[config.mk]
export PLATFORM = sky130hd
export DESIGN_NAME = epsilon_greedy_selector_flat
export DESIGN_NICKNAME = d
export VERILOG_FILES = /design/src/rtl/epsilon_greedy_selector_if.sv /design/src/rtl/epsilon_greedy_selector.sv /design/src/flat_wrapper.sv
export SDC_FILE = /design/constraint.sdc
export NUM_CORES = 1
export LEC_CHECK = 0
export BUFFER_PORTS_ARGS = -buffer_cell sky130_fd_sc_hd__buf_2
export CAP_MARGIN = 10
export CORE_UTILIZATION = 40
export CTS_BUF_LIST = sky130_fd_sc_hd__clkbuf_8
export DETAILED_ROUTE_END_ITERATION = 8
export GPL_TIMING_DRIVEN = 0
export PLACE_DENSITY = 0.66
export SYNTH_ARGS = -nofsm -noshare
export SYNTH_HDL_FRONTEND = slang
export SYNTH_SLANG_ARGS = --single-unit
export TNS_END_PERCENT = 20
[constraint.sdc]
create_clock -name clk -period 5.5 [get_ports clk]
set_input_delay 0.825 -clock clk [delete_from_list [all_inputs] [get_ports clk]]
set_output_delay 0.825 -clock clk [all_outputs]
set_load 0.03 [all_outputs]
[src/rtl/epsilon_greedy_selector_if.sv]
// Handshake and data bundle between the Q-learning controller and the
// epsilon-greedy action selector.
interface epsilon_greedy_selector_if #(
  parameter int NUM_ACT = 15,
  parameter int Q_W     = 16
) ();
  logic                   start;
  logic [NUM_ACT*Q_W-1:0] q_vec;
  logic [15:0]            epsilon;
  logic                   seed_load;
  logic [15:0]            seed;
  logic                   busy;
  logic                   done;
  logic [3:0]             action;
  logic [Q_W-1:0]         q_sel;
  logic                   explored;

  modport master (
    output start, q_vec, epsilon, seed_load, seed,
    input  busy, done, action, q_sel, explored
  );

  modport slave (
    input  start, q_vec, epsilon, seed_load, seed,
    output busy, done, action, q_sel, explored
  );
endinterface

[src/rtl/epsilon_greedy_selector.sv]
// Epsilon-greedy action selector: one LFSR draw against epsilon picks either
// a sequential signed argmax over the latched Q-values or a uniformly random
// action via rejection sampling of the LFSR low nibble.
//
// state | meaning
// IDLE  | waiting for start; seed_load accepted here
// DRAW  | compare LFSR to epsilon, choose exploit or explore
// SCAN  | one signed compare per cycle, lowest index wins ties
// RAND  | draw LFSR nibble, retry until it is a legal action
// DONE  | one-cycle done pulse, results already registered
module epsilon_greedy_selector #(
  parameter int          NUM_ACT   = 15,
  parameter int          Q_W       = 16,
  parameter logic [15:0] LFSR_INIT = 16'hACE1
) (
  input  logic                      clk,
  input  logic                      rst_n,
  epsilon_greedy_selector_if.slave  bus
);

  typedef enum logic [2:0] {IDLE, DRAW, SCAN, RAND, DONE} state_t;

  localparam logic [3:0] LAST_IDX = 4'(NUM_ACT - 1);
  localparam logic [4:0] NUM_ACT5 = 5'(NUM_ACT);

  state_t                state_q, state_d;
  logic signed [Q_W-1:0] q_q [NUM_ACT];
  logic [15:0]           eps_q;
  logic [15:0]           lfsr_q, lfsr_d, lfsr_adv;
  logic [3:0]            idx_q, idx_d;
  logic [3:0]            best_idx_q, best_idx_d;
  logic signed [Q_W-1:0] best_q, best_d;
  logic                  explore_q, explore_d;
  logic                  latch_en;
  logic [3:0]            cand;
  logic signed [Q_W-1:0] scan_val, cand_val;
  logic [3:0]            action_q;
  logic [Q_W-1:0]        q_sel_q;
  logic                  explored_q;

  assign lfsr_adv = {lfsr_q[14:0], lfsr_q[15] ^ lfsr_q[13] ^ lfsr_q[12] ^ lfsr_q[10]};
  assign cand     = lfsr_q[3:0];

  // Read-muxes for the scan index and the random candidate; the candidate
  // may be out of range, in which case its value is never used.
  always_comb begin
    scan_val = '0;
    cand_val = '0;
    for (int k = 0; k < NUM_ACT; k++) begin
      if (idx_q == 4'(k)) scan_val = q_q[k];
      if (cand == 4'(k))  cand_val = q_q[k];
    end
  end

  // Next-state and datapath control.
  always_comb begin
    state_d    = state_q;
    lfsr_d     = lfsr_q;
    idx_d      = idx_q;
    best_idx_d = best_idx_q;
    best_d     = best_q;
    explore_d  = explore_q;
    latch_en   = 1'b0;
    case (state_q)
      IDLE: begin
        if (bus.start) begin
          latch_en = 1'b1;
          state_d  = DRAW;
        end else if (bus.seed_load) begin
          lfsr_d = (bus.seed == 16'h0000) ? LFSR_INIT : bus.seed;
        end
      end
      DRAW: begin
        explore_d = (lfsr_q <= eps_q);
        lfsr_d    = lfsr_adv;
        if (lfsr_q <= eps_q) begin
          state_d = RAND;
        end else begin
          state_d    = SCAN;
          idx_d      = 4'd1;
          best_d     = q_q[0];
          best_idx_d = 4'd0;
        end
      end
      SCAN: begin
        if (scan_val > best_q) begin
          best_d     = scan_val;
          best_idx_d = idx_q;
        end
        idx_d = idx_q + 4'd1;
        if (idx_q == LAST_IDX) state_d = DONE;
      end
      RAND: begin
        lfsr_d = lfsr_adv;
        if ({1'b0, cand} < NUM_ACT5) begin
          best_idx_d = cand;
          best_d     = cand_val;
          state_d    = DONE;
        end
      end
      DONE: begin
        state_d = IDLE;
      end
      default: begin
        state_d = IDLE;
      end
    endcase
  end

  // Control state, LFSR and scan registers.
  always_ff @(posedge clk or negedge rst_n) begin
    if (!rst_n) begin
      state_q    <= IDLE;
      lfsr_q     <= LFSR_INIT;
      idx_q      <= '0;
      best_idx_q <= '0;
      best_q     <= '0;
      explore_q  <= 1'b0;
    end else begin
      state_q    <= state_d;
      lfsr_q     <= lfsr_d;
      idx_q      <= idx_d;
      best_idx_q <= best_idx_d;
      best_q     <= best_d;
      explore_q  <= explore_d;
    end
  end

  // Operand capture at start so later q_vec/epsilon changes are ignored.
  always_ff @(posedge clk or negedge rst_n) begin
    if (!rst_n) begin
      eps_q <= '0;
      for (int k = 0; k < NUM_ACT; k++) q_q[k] <= '0;
    end else if (latch_en) begin
      eps_q <= bus.epsilon;
      for (int k = 0; k < NUM_ACT; k++) q_q[k] <= bus.q_vec[k*Q_W +: Q_W];
    end
  end

  // Result registers load on the edge entering DONE so they are valid
  // alongside the done pulse and held until the next one.
  always_ff @(posedge clk or negedge rst_n) begin
    if (!rst_n) begin
      action_q   <= '0;
      q_sel_q    <= '0;
      explored_q <= 1'b0;
    end else if (state_d == DONE && state_q != DONE) begin
      action_q   <= best_idx_d;
      q_sel_q    <= best_d;
      explored_q <= explore_d;
    end
  end

  assign bus.done     = (state_q == DONE);
  assign bus.busy     = (state_q == DRAW) || (state_q == SCAN) || (state_q == RAND);
  assign bus.action   = action_q;
  assign bus.q_sel    = q_sel_q;
  assign bus.explored = explored_q;

endmodule

[src/flat_wrapper.sv]
// flat-port wrapper written by rule: the top's interface ports become plain ports
module epsilon_greedy_selector_flat 
#(
  parameter int          NUM_ACT   = 15,
  parameter int          Q_W       = 16,
  parameter logic [15:0] LFSR_INIT = 16'hACE1
)
  (clk, rst_n, bus_start, bus_q_vec, bus_epsilon, bus_seed_load, bus_seed, bus_busy, bus_done, bus_action, bus_q_sel, bus_explored);
  epsilon_greedy_selector_if #(.NUM_ACT(NUM_ACT), .Q_W(Q_W)) bus_i ();
  input  logic clk;
  input  logic rst_n;
  input wire logic [$bits(bus_i.start)-1:0] bus_start;
  input wire logic [$bits(bus_i.q_vec)-1:0] bus_q_vec;
  input wire logic [$bits(bus_i.epsilon)-1:0] bus_epsilon;
  input wire logic [$bits(bus_i.seed_load)-1:0] bus_seed_load;
  input wire logic [$bits(bus_i.seed)-1:0] bus_seed;
  output wire logic [$bits(bus_i.busy)-1:0] bus_busy;
  output wire logic [$bits(bus_i.done)-1:0] bus_done;
  output wire logic [$bits(bus_i.action)-1:0] bus_action;
  output wire logic [$bits(bus_i.q_sel)-1:0] bus_q_sel;
  output wire logic [$bits(bus_i.explored)-1:0] bus_explored;
  assign bus_i.start = bus_start;
  assign bus_i.q_vec = bus_q_vec;
  assign bus_i.epsilon = bus_epsilon;
  assign bus_i.seed_load = bus_seed_load;
  assign bus_i.seed = bus_seed;
  assign bus_busy = bus_i.busy;
  assign bus_done = bus_i.done;
  assign bus_action = bus_i.action;
  assign bus_q_sel = bus_i.q_sel;
  assign bus_explored = bus_i.explored;
  epsilon_greedy_selector #(.NUM_ACT(NUM_ACT), .Q_W(Q_W), .LFSR_INIT(LFSR_INIT)) u_core (.clk(clk), .rst_n(rst_n), .bus(bus_i));
endmodule
==> Yosys cells after proc, flatten, opt, wreduce, memory -nomap -nowiden <==
Cells that the tools add are included.
{ "totals": {"register_bits": 321, "in_bits": 276, "out_inout_bits": 23, "wordCells": 133} }
{ "op_classes": {"add_sub_neg": 1, "magnitude_cmp": 3, "eq_ne": 37, "mux": 52, "n_bitwise": 3, "reduce_logical": 12} }
{ "ops": {"columns": ["cell", "count"], "rows": [
  ["2-to-1 mux 16 bit", 36],
  ["equality test 4 bit (second input constant)", 14],
  ["one-hot mux 16 bit (3 select lines)", 1],
  ["equality test 4 x 3 -> 1 bit (second input constant)", 8],
  ["one-hot mux 16 bit (2 select lines)", 1],
  ["equality test 4 x 2 -> 1 bit (second input constant)", 4],
  ["> comparator 16 bit", 1],
  ["<= comparator 16 bit", 1],
  ["logical NOT 16 bit", 1],
  ["2-to-1 mux 4 bit", 4],
  ["one-hot mux 3 bit (4 select lines)", 1],
  ["one-hot mux 4 bit (3 select lines)", 1],
  ["2-to-1 mux 3 bit", 3],
  ["equality test 4 x 1 -> 1 bit (second input constant)", 2],
  ["logical NOT 4 bit", 2],
  ["one-hot mux 4 bit (2 select lines)", 1],
  ["equality test 3 x 2 -> 1 bit (second input constant)", 2],
  ["equality test 3 bit (second input constant)", 2],
  ["inequality test 2 bit (second input constant)", 3],
  ["adder 4 x 1 -> 4 bit (second input constant)", 1],
  ["less-than comparator 4 bit (second input constant)", 1],
  ["2-to-1 mux 1 bit", 4],
  ["nonzero test 2 bit", 2],
  ["equality test 3 x 1 -> 1 bit (second input constant)", 1],
  ["8 further kinds", 11]
]} }

==> Depth between registers and ports, before layout <==
Gate-level depths: netlist of run 1.
{ "logic_depth": {"depth_word": 19, "mapped_depth": 20, "ltp_nobuf": 16} }

==> Least setup slack after synthesis of run 1 <==
OpenSTA, ideal clock, no wires.
{ "synth_timing": {"path_type": "register to register", "startpoint": "register u_core.idx_q[1]", "endpoint": "register u_core.action_q[1], in the netlist u_core.bus.action[1]", "setup_ns": 0.125, "t_arrival_ns": 3.885, "required_ns": 5.375, "setup_slack_ns": 1.491, "stages_incl_launch_ff": 20, "path_buffers": 4, "synth_period_minus_slack_ns": 4.009, "cell_sequence": "dfrtp_1 -> inv_1 -> ha_1 -> buf_2 -> buf_6 -> buf_2 -> nand3_1 -> nand2b_1 -> o22ai_1 -> o32ai_1 -> or2_2 -> ha_1 -> nand4_1 -> or4_4 -> o311ai_1 -> mux2i_1 -> buf_6 -> a32oi_1 -> o21ai_1 -> mux2_2"} }
{ "synth_between": {"elab_chain_len": 19} }
{ "synth_lines": {"columns": ["item", "line_no", "source"], "rows": [
  ["from (decl)", "epsilon_greedy_selector.sv:30", "logic [3:0] idx_q, idx_d;"],
  ["from (signal assigned)", "epsilon_greedy_selector.sv:122", "idx_q <= idx_d;"],
  ["logical NOT 4 bit", "epsilon_greedy_selector.sv:50", "if (idx_q == 4'(k)) scan_val = q_q[k];"],
  ["2-to-1 mux 16 bit (15 in series)", "epsilon_greedy_selector.sv:50", null],
  ["> comparator 16 bit", "epsilon_greedy_selector.sv:86", "if (scan_val > best_q) begin"],
  ["2-to-1 mux 4 bit *", "epsilon_greedy_selector.sv:86", null],
  ["one-hot mux 4 bit (3 select lines) *", "epsilon_greedy_selector.sv:64", "case (state_q)"],
  ["via u_core.best_idx_d[1]", "epsilon_greedy_selector.sv:31", "logic [3:0] best_idx_q, best_idx_d;"],
  ["to (signal assigned)", "epsilon_greedy_selector.sv:148", "action_q <= best_idx_d;"],
  ["to (decl)", "epsilon_greedy_selector.sv:37", "logic [3:0] action_q;"]
]} }
The timed path passes the listed nets; every way through them passes the cells marked *.
A chain may end at the register's enable or synchronous reset.

==> Worst setup path in the final report of run 1 <==
{ "layout_timing": {"startpoint": "register u_core.idx_q[0]", "endpoint": "register u_core.best_q[11]"} }
{ "layout_between": {"elab_chain_len": 19} }
{ "layout_lines": {"columns": ["item", "line_no", "source"], "rows": [
  ["logical NOT 4 bit", "epsilon_greedy_selector.sv:50", null],
  ["2-to-1 mux 16 bit (14 in series)", "epsilon_greedy_selector.sv:50", null],
  ["2-to-1 mux 16 bit *", "epsilon_greedy_selector.sv:50", null],
  ["> comparator 16 bit", "epsilon_greedy_selector.sv:86", null],
  ["2-to-1 mux 16 bit *", "epsilon_greedy_selector.sv:86", null],
  ["one-hot mux 16 bit (3 select lines) *", "epsilon_greedy_selector.sv:64", null],
  ["via u_core.best_d[11]", "epsilon_greedy_selector.sv:32", "logic signed [Q_W-1:0] best_q, best_d;"],
  ["to (signal assigned)", "epsilon_greedy_selector.sv:124", "best_q <= best_d;"],
  ["to (decl)", "epsilon_greedy_selector.sv:32", null]
]} }
Marked as above.

==> impl_metrics.env, run 1 <==
export IMPL_wirelength_um=99800
export IMPL_max_freq_mhz=179
export IMPL_antenna_found_initial=5
export IMPL_synthesis_area_um2=18700
export IMPL_cts_tree="done"
export IMPL_dieArea_um2=47700
export IMPL_path_clk_slew_ns=0.07
export IMPL_cts_buffers=55
export IMPL_power_density_nw_per_um2=795
export IMPL_start_util_pct=40.9
export IMPL_core_area_um2=45800
export IMPL_die_w_um=218
export IMPL_hp_class="input port to asynchronous set/reset pin"
export IMPL_yosys_area_top_type="dfrtp_1"
export IMPL_tightestPinTransition_ns=1.32
export IMPL_yosysSeqAreaShare_pct=43.0
export IMPL_violations="negative setup slack"
export IMPL_drc=0
export IMPL_criticalPathCategory="flop to flop"
export IMPL_postLayoutSetupSlackWorst_ns=-0.0964
export IMPL_clock_root_buffer="clkbuf_8"
export IMPL_hold_viol=0
export IMPL_drv_cap=0
export IMPL_synth_warnings=0
export IMPL_power_leakage_nw=9.82
export IMPL_arrival_ns=6.11
export IMPL_ys_ff_latch=321
export IMPL_setup_viol=9
export IMPL_critPathSlowestCell="nor3_1"
export IMPL_layout_cells_non_filler=2819
export IMPL_critPathCaptureType="flop"
export IMPL_ys_types=84
export IMPL_async_flop_share_pct=100
export IMPL_critical_path_required_ns=6.01
export IMPL_drive_above_1_share_pct=36.7
export IMPL_io_pins=299
export IMPL_fin_crit_sh_pct=102
export IMPL_grt_pass1_vias=18500
export IMPL_via_per_inst=6.43
export IMPL_ir_worst_vdd_v=0.000384
export IMPL_port_buffers=298
export IMPL_drt_pass1_iterations=8
export IMPL_cp_max_fo=10
export IMPL_final_util_pct=49.2
export IMPL_slew_headroom_pct=12.1
export IMPL_hold_buffers=0
export IMPL_synth_top_area_share_pct=41.8
export IMPL_initialDrtViolationCount=2123
export IMPL_ant_nets=0
export IMPL_synth_area_top_cells="dfrtp_1 42%, mux2_2 15%, o21ai_0 3.0%"
export IMPL_synth_nets=2123
export IMPL_syn_to_final_growth_pct=20.3
export IMPL_syn_inst=1811
export IMPL_synth_flop_cell="dfrtp_1"
export IMPL_post_drt_wl_per_cell_um=35.4
export IMPL_gp_congestion=1.07
export IMPL_grt_max_degree=121
export IMPL_hpwl_um=78300
export IMPL_nNetsFinal=2485
export IMPL_crit_chain="inv_1, ha_2, buf_2, clkbuf_2, nand3b_1, o221ai_1, a31oi_1, nor3_1, a211oi_2, inv_1, ha_1, o21ai_0, a211oi_1, o32a_1, mux2_4, buf_6, o211a_1, a211oi_2, o21ai_0"
export IMPL_finalCriticalPeriod_ns=5.60
export IMPL_cpPeakStageDelay_ns=0.64
export IMPL_clk_latency_ns=0.68
export IMPL_clock_skew_final_ns=0.0387
export IMPL_cts_sinks=321
export IMPL_whs_ns=0.239
export IMPL_clk_path_buf_depth=3
export IMPL_synth_avg_cell_area_um2=10.3
export IMPL_slew_violations=0
export IMPL_synth_edff_count=0
export IMPL_status="finished, violations left"
export IMPL_cp_start_kind="flop"
export IMPL_grt_overflow=0
export IMPL_placed_cells=2713
export IMPL_grt_pass1_wl_um=140000
export IMPL_h_tree_depth=2
export IMPL_grt_usage_pct=42.4
export IMPL_die_y_um=218
export IMPL_row_count=78
export IMPL_vias=18100
cell families (layout without fill, tap and decap cells):
logic type / Yosys count / in the layout / synth area share, %
compound gates: 516 / 516 / 18.9
xor+xnor: 4 / 4 / 0.187
fa+ha+maj: 36 / 36 / 2.41
buf+inv: 224 / 630 / 5.44
flops: 321 / 321 / 43.0
mux: 306 / 306 / 19.1
other cells: 0 / 2 / 0
simple gates: 404 / 404 / 10.9
where the power goes:
part	internal, mW	switching, mW	total (mW)	leakage (nW)
clock network	1.32	1.04	2.36	0.680
registers	3.58	1.76	5.34	3.82
logic	3.77	6.43	10.2	5.32
registers in the layout, summed over array words and instances, names as in the netlist:
name and cells:
u_core.q_q 240, u_core.best_q 16, u_core.bus.q_sel 16, u_core.eps_q 16, u_core.lfsr_q 16, u_core.best_idx_q 4, u_core.bus.action 4, u_core.idx_q 4
u_core.state_q 3, u_core.bus.explored 1, u_core.explore_q 1
cell usage in the layout (no fill, tap or decap), types with 33 or more instances in the layout:
| cell type | count |
|---|---|
| a21oi_1 | 109 |
| inv_1 | 88 |
| clkbuf_1 | 42 |
| o21ai_0 | 113 |
| nand2_1 | 133 |
| ha_1 | 33 |
| clkbuf_8 | 73 |
| nor2_1 | 70 |
| dfrtp_1 | 313 |
| buf_2 | 355 |
| mux2_2 | 253 |
| mux2i_1 | 33 |
routing by layer:
layer,vias up,wire length (µm),track usage (%)
li1,7526,-,-
met1,9079,39800,53.8
met2,1199,43000,63.5
met3,325,9950,12.3
met4,2,7090,25.7
met5,-,14,0
worst paths after layout:
check | from | end | slack, ns | cells after the start
max reg2reg | u_core.idx_q[0] | u_core.best_q[11] | -0.1 | 19
max | u_core.idx_q[0] | u_core.best_q[11] | -0.1 | 19
min reg2reg | u_core.bus.q_sel[13] | u_core.bus.q_sel[13] | 0.51 | 1
min in group clk | bus_q_vec[89] | u_core.q_q[153] | 0.36 | 3
min | rst_n | u_core.eps_q[8] | 0.24 | 1
max in group asynchronous | rst_n | u_core.q_q[66] | 4.12 | 2
timing repair:
action                                  in CTS  in global routing
gates cloned                                 0                  0
endpoints found under the setup margin      40                 39
pin swaps                                    3                  4
buffers inserted                             3                  0
resized for setup                           32                 26
through the flow:
stage / setup WS, ns / setup TNS, ns / power, mW / instance area [µm²]
floorplan: 1.49 / 0 / 10.2 / 18700
global placement: -2.41 / -770.26 / 14.7 / 21000
detailed placement: -0.975 / -29.77 / 14.8 / 21100
CTS: 0.0480 / 0 / 17.4 / 22400
global route: -0.00991 / -0.0125 / 18.5 / 22500
finish: -0.0964 / -0.486 / 17.9 / 22500
layout make-up:
type,instances,area (µm²)
fill,4199,23300
multi-input combinational,1266,9850
sequential,321,8040
timing repair buffer,305,1600
clock buffer,73,1000
buffer,144,762
tap,600,751
inverter,80,300
clock inverter,28,200
antenna,2,5.00
cells in the mapped netlist, types with 28 or more instances:
master    count
nor2_1       70
nand2b_1     28
a22oi_1      28
clkbuf_1     47
dfrtp_1     313
o21ai_0     113
ha_1         36
mux2i_1      34
mux2_2      253
nand2_1     134
buf_2        70
a21oi_1     110
inv_1        72
nand3_1      29
worst max-delay path: cells and delay by family (launching register included):
| kind | cells | cell delay [ns] |
|---|---|---|
| AOI/OAI and AO/OA | 9 | 1.81 |
| adders and majority gates | 2 | 0.55 |
| buffers and inverters | 5 | 1.29 |
| DFF | 1 | 0.41 |
| muxes | 1 | 0.37 |
| and+or+nand+nor | 2 | 0.97 |
No activity file was read; power rests on OpenSTA's default activity.
==> inputs of run 2 (changes only) <==
- REMOVE_ABC_BUFFERS: default -> 1
==> run 2 against run 1 <==
  * The run now ends clean
  * Power is 11% lower
  * Clock skew is 0.012 ns lower
  * Clock power is 3% higher
  * Final area decreased by 0.61%
  * Hold slack got worse by 0.18 ns
  * Critical path depth shrank 3
  * Routed wire length is 29% lower
  * Core utilization fell by 0.30 points
  * Register-to-register slack better by 0.25 ns
  * Critical path type unchanged
==> impl_metrics.env, run 2 (same netlist as run 1, synthesis figures left out) <==
export IMPL_status="complete, no violations"
export IMPL_rrSetupSlack_ns=0.15
export IMPL_postLayoutSetupSlackWorst_ns=0.151
export IMPL_hp_class="input port to asynchronous set/reset pin"
export IMPL_hold_viol=0
export IMPL_gp_congestion=0.952
export IMPL_setup_viol=0
export IMPL_criticalPathCategory="flop to flop"
export IMPL_crit_top_cell="a211oi_1"
export IMPL_placed_cells=2618
export IMPL_cp_start_kind="flop"
export IMPL_drive_above_1_share_pct=36.2
export IMPL_ir_worst_vdd_v=0.000364
export IMPL_largest_reg_flops=240
export IMPL_cts_buffers=56
export IMPL_via_per_inst=6.29
export IMPL_finalCriticalPeriod_ns=5.35
export IMPL_hpwl_um=50100
export IMPL_vias=17200
export IMPL_die_y_um=218
export IMPL_grt_pass1_vias=16800
export IMPL_postPlaceCellArea_um2=21000
export IMPL_final_util_pct=48.9
export IMPL_wirelength_um=71200
export IMPL_cpPeakStageDelay_ns=0.64
export IMPL_grt_max_degree=123
export IMPL_power_leakage_nw=9.66
export IMPL_dp_slack_ns=-0.289
export IMPL_crit_chain="inv_1, ha_4, nor2b_4, buf_8, a221o_1, a31o_2, a221oi_2, o21ai_1, ha_1, nand4_1, a211oi_1, o32a_1, mux2_4, a211oi_1, o2111ai_1, mux2_2"
export IMPL_path_clk_slew_ns=0.07
export IMPL_clk_path_buf_depth=3
export IMPL_fin_area_um2=22400
export IMPL_reg2reg_depth=16
export IMPL_clk_latency_ns=0.68
export IMPL_layout_common_cells="308 x dfrtp_1, 297 x buf_2, 253 x mux2_2, 133 x nand2_1, 112 x o21ai_0"
export IMPL_core_area_um2=45800
export IMPL_syn_to_final_growth_pct=19.5
export IMPL_fin_crit_sh_pct=97.3
export IMPL_seq_area_um2=8060
export IMPL_antennaDiodeCount=0
export IMPL_clock_skew_final_ns=0.0266
export IMPL_grt_overflow=0
export IMPL_power_density_nw_per_um2=713
export IMPL_drv_cap=0
export IMPL_r2r_end="u_core.bus.q_sel[8]"
export IMPL_h_tree_depth=2
export IMPL_ant_nets=0
export IMPL_critPathCaptureType="flop"
export IMPL_grt_pass1_wl_um=105000
export IMPL_slew_headroom_pct=13.0
export IMPL_clock_root_buffer="clkbuf_8"
export IMPL_dieArea_um2=47700
export IMPL_cp_max_fo=43
export IMPL_drt_pass1_iterations=6
export IMPL_io_pins=299
export IMPL_largest_register="u_core.q_q"
export IMPL_antenna_found_initial=1
export IMPL_critPathSlowestCell="ha_4"
export IMPL_tightestPinTransition_ns=1.30
export IMPL_row_count=78
export IMPL_critical_path_required_ns=6.07
export IMPL_die_w_um=218
export IMPL_whs_ns=0.0573
export IMPL_port_buffers=298
export IMPL_max_freq_mhz=187
export IMPL_initialDrtViolationCount=2178
export IMPL_slew_violations=0
export IMPL_multi_input_area_um2=9770
export IMPL_nNetsFinal=2396
export IMPL_rsz0062_at_grt="no"
export IMPL_layout_cells_non_filler=2729
export IMPL_drc=0
export IMPL_grt_usage_pct=29.6
export IMPL_final_common_cell="dfrtp_1"
export IMPL_arrival_ns=5.92
export IMPL_cts_sinks=321
export IMPL_r2r_start="u_core.idx_q[1]"
export IMPL_post_drt_wl_per_cell_um=26.1
export IMPL_cts_tree="done"
export IMPL_start_util_pct=40.9
export IMPL_filler_cell_count=4246
## run 2: cell count changes in the layout (fill, tap and decap cells not counted), moves of 7 or more
cell	previous run	this run
buf_2	355	297
clkbuf_1	42	0
buf_4	14	37
clkbuf_4	14	1
buf_1	8	0
buf_16	2	9
## run 2: timing repair
item / 4_1_cts / 5_1_grt
endpoints found under the setup margin: 35 / 32
gates resized for setup: 4 / 6
gates cloned: 0 / 0
hold buffers: 0 / 0
setup buffers: 1 / 4
## run 2: final cells by class
class	count	area share, %
Timing Repair Buffer	359	10.1
Inverter	80	1.34
Clock buffer	76	4.68
Multi-Input combinational cell	1266	43.7
Tap cell	600	3.36
Clock inverter	27	0.884
Sequential cell	321	36.0
## run 2: worst max path at each step
stage / slack, ns / start / to / depth (start not counted)
floorplan: -25.07 / u_core.state_q[1] / u_core.eps_q[0] / 2
global placement: -39.34 / bus_start / u_core.q_q[3] / 4
detailed placement: -0.29 / u_core.idx_q[0] / u_core.bus.action[2] / 16
CTS: 0.02 / u_core.idx_q[0] / u_core.bus.q_sel[8] / 16
global route: 0.06 / u_core.idx_q[0] / u_core.bus.q_sel[8] / 18
finish: 0.15 / u_core.idx_q[1] / u_core.bus.q_sel[8] / 16
## run 2: stage by stage
| stage | setup TNS [ns] | power (mW) |
|---|---|---|
| 2_1_floorplan | -6388.01 | 9.59 |
| 3_3_place_gp | - | 11.3 |
| 3_5_place_dp | -2.49 | 13.1 |
| 4_1_cts | 0 | 15.7 |
| 5_1_grt | 0 | 16.8 |
| 6_report | 0 | 16.0 |
## run 2: power by group
group          internal (mW)  total [mW]  switching, mW
Clock                   1.37        2.44           1.07
Combinational           3.69        8.56           4.87
Sequential              3.59        4.97           1.38
## run 2: routing by layer
metal	global-route usage [%]	part of all wire [%]	vias up	routed length (µm)
met1	40.1	41	8412	28900
met5	0	0.032	-	23
met2	44.8	43	1179	30900
met4	13.6	4.7	2	3380
li1	-	-	7335	-
met3	6.83	11	226	7940
## run 2: critical path: cells and delay by family, from the launching register on
kind / cells / cell delay [ns]
AO/OA/AOI/OAI: 8 / 2.28
multiplexers: 2 / 0.71
adder cells (fa/ha/maj): 2 / 0.95
AND/OR/NAND/NOR: 2 / 0.38
flip-flops: 1 / 0.49
buffers and inverters: 2 / 0.41
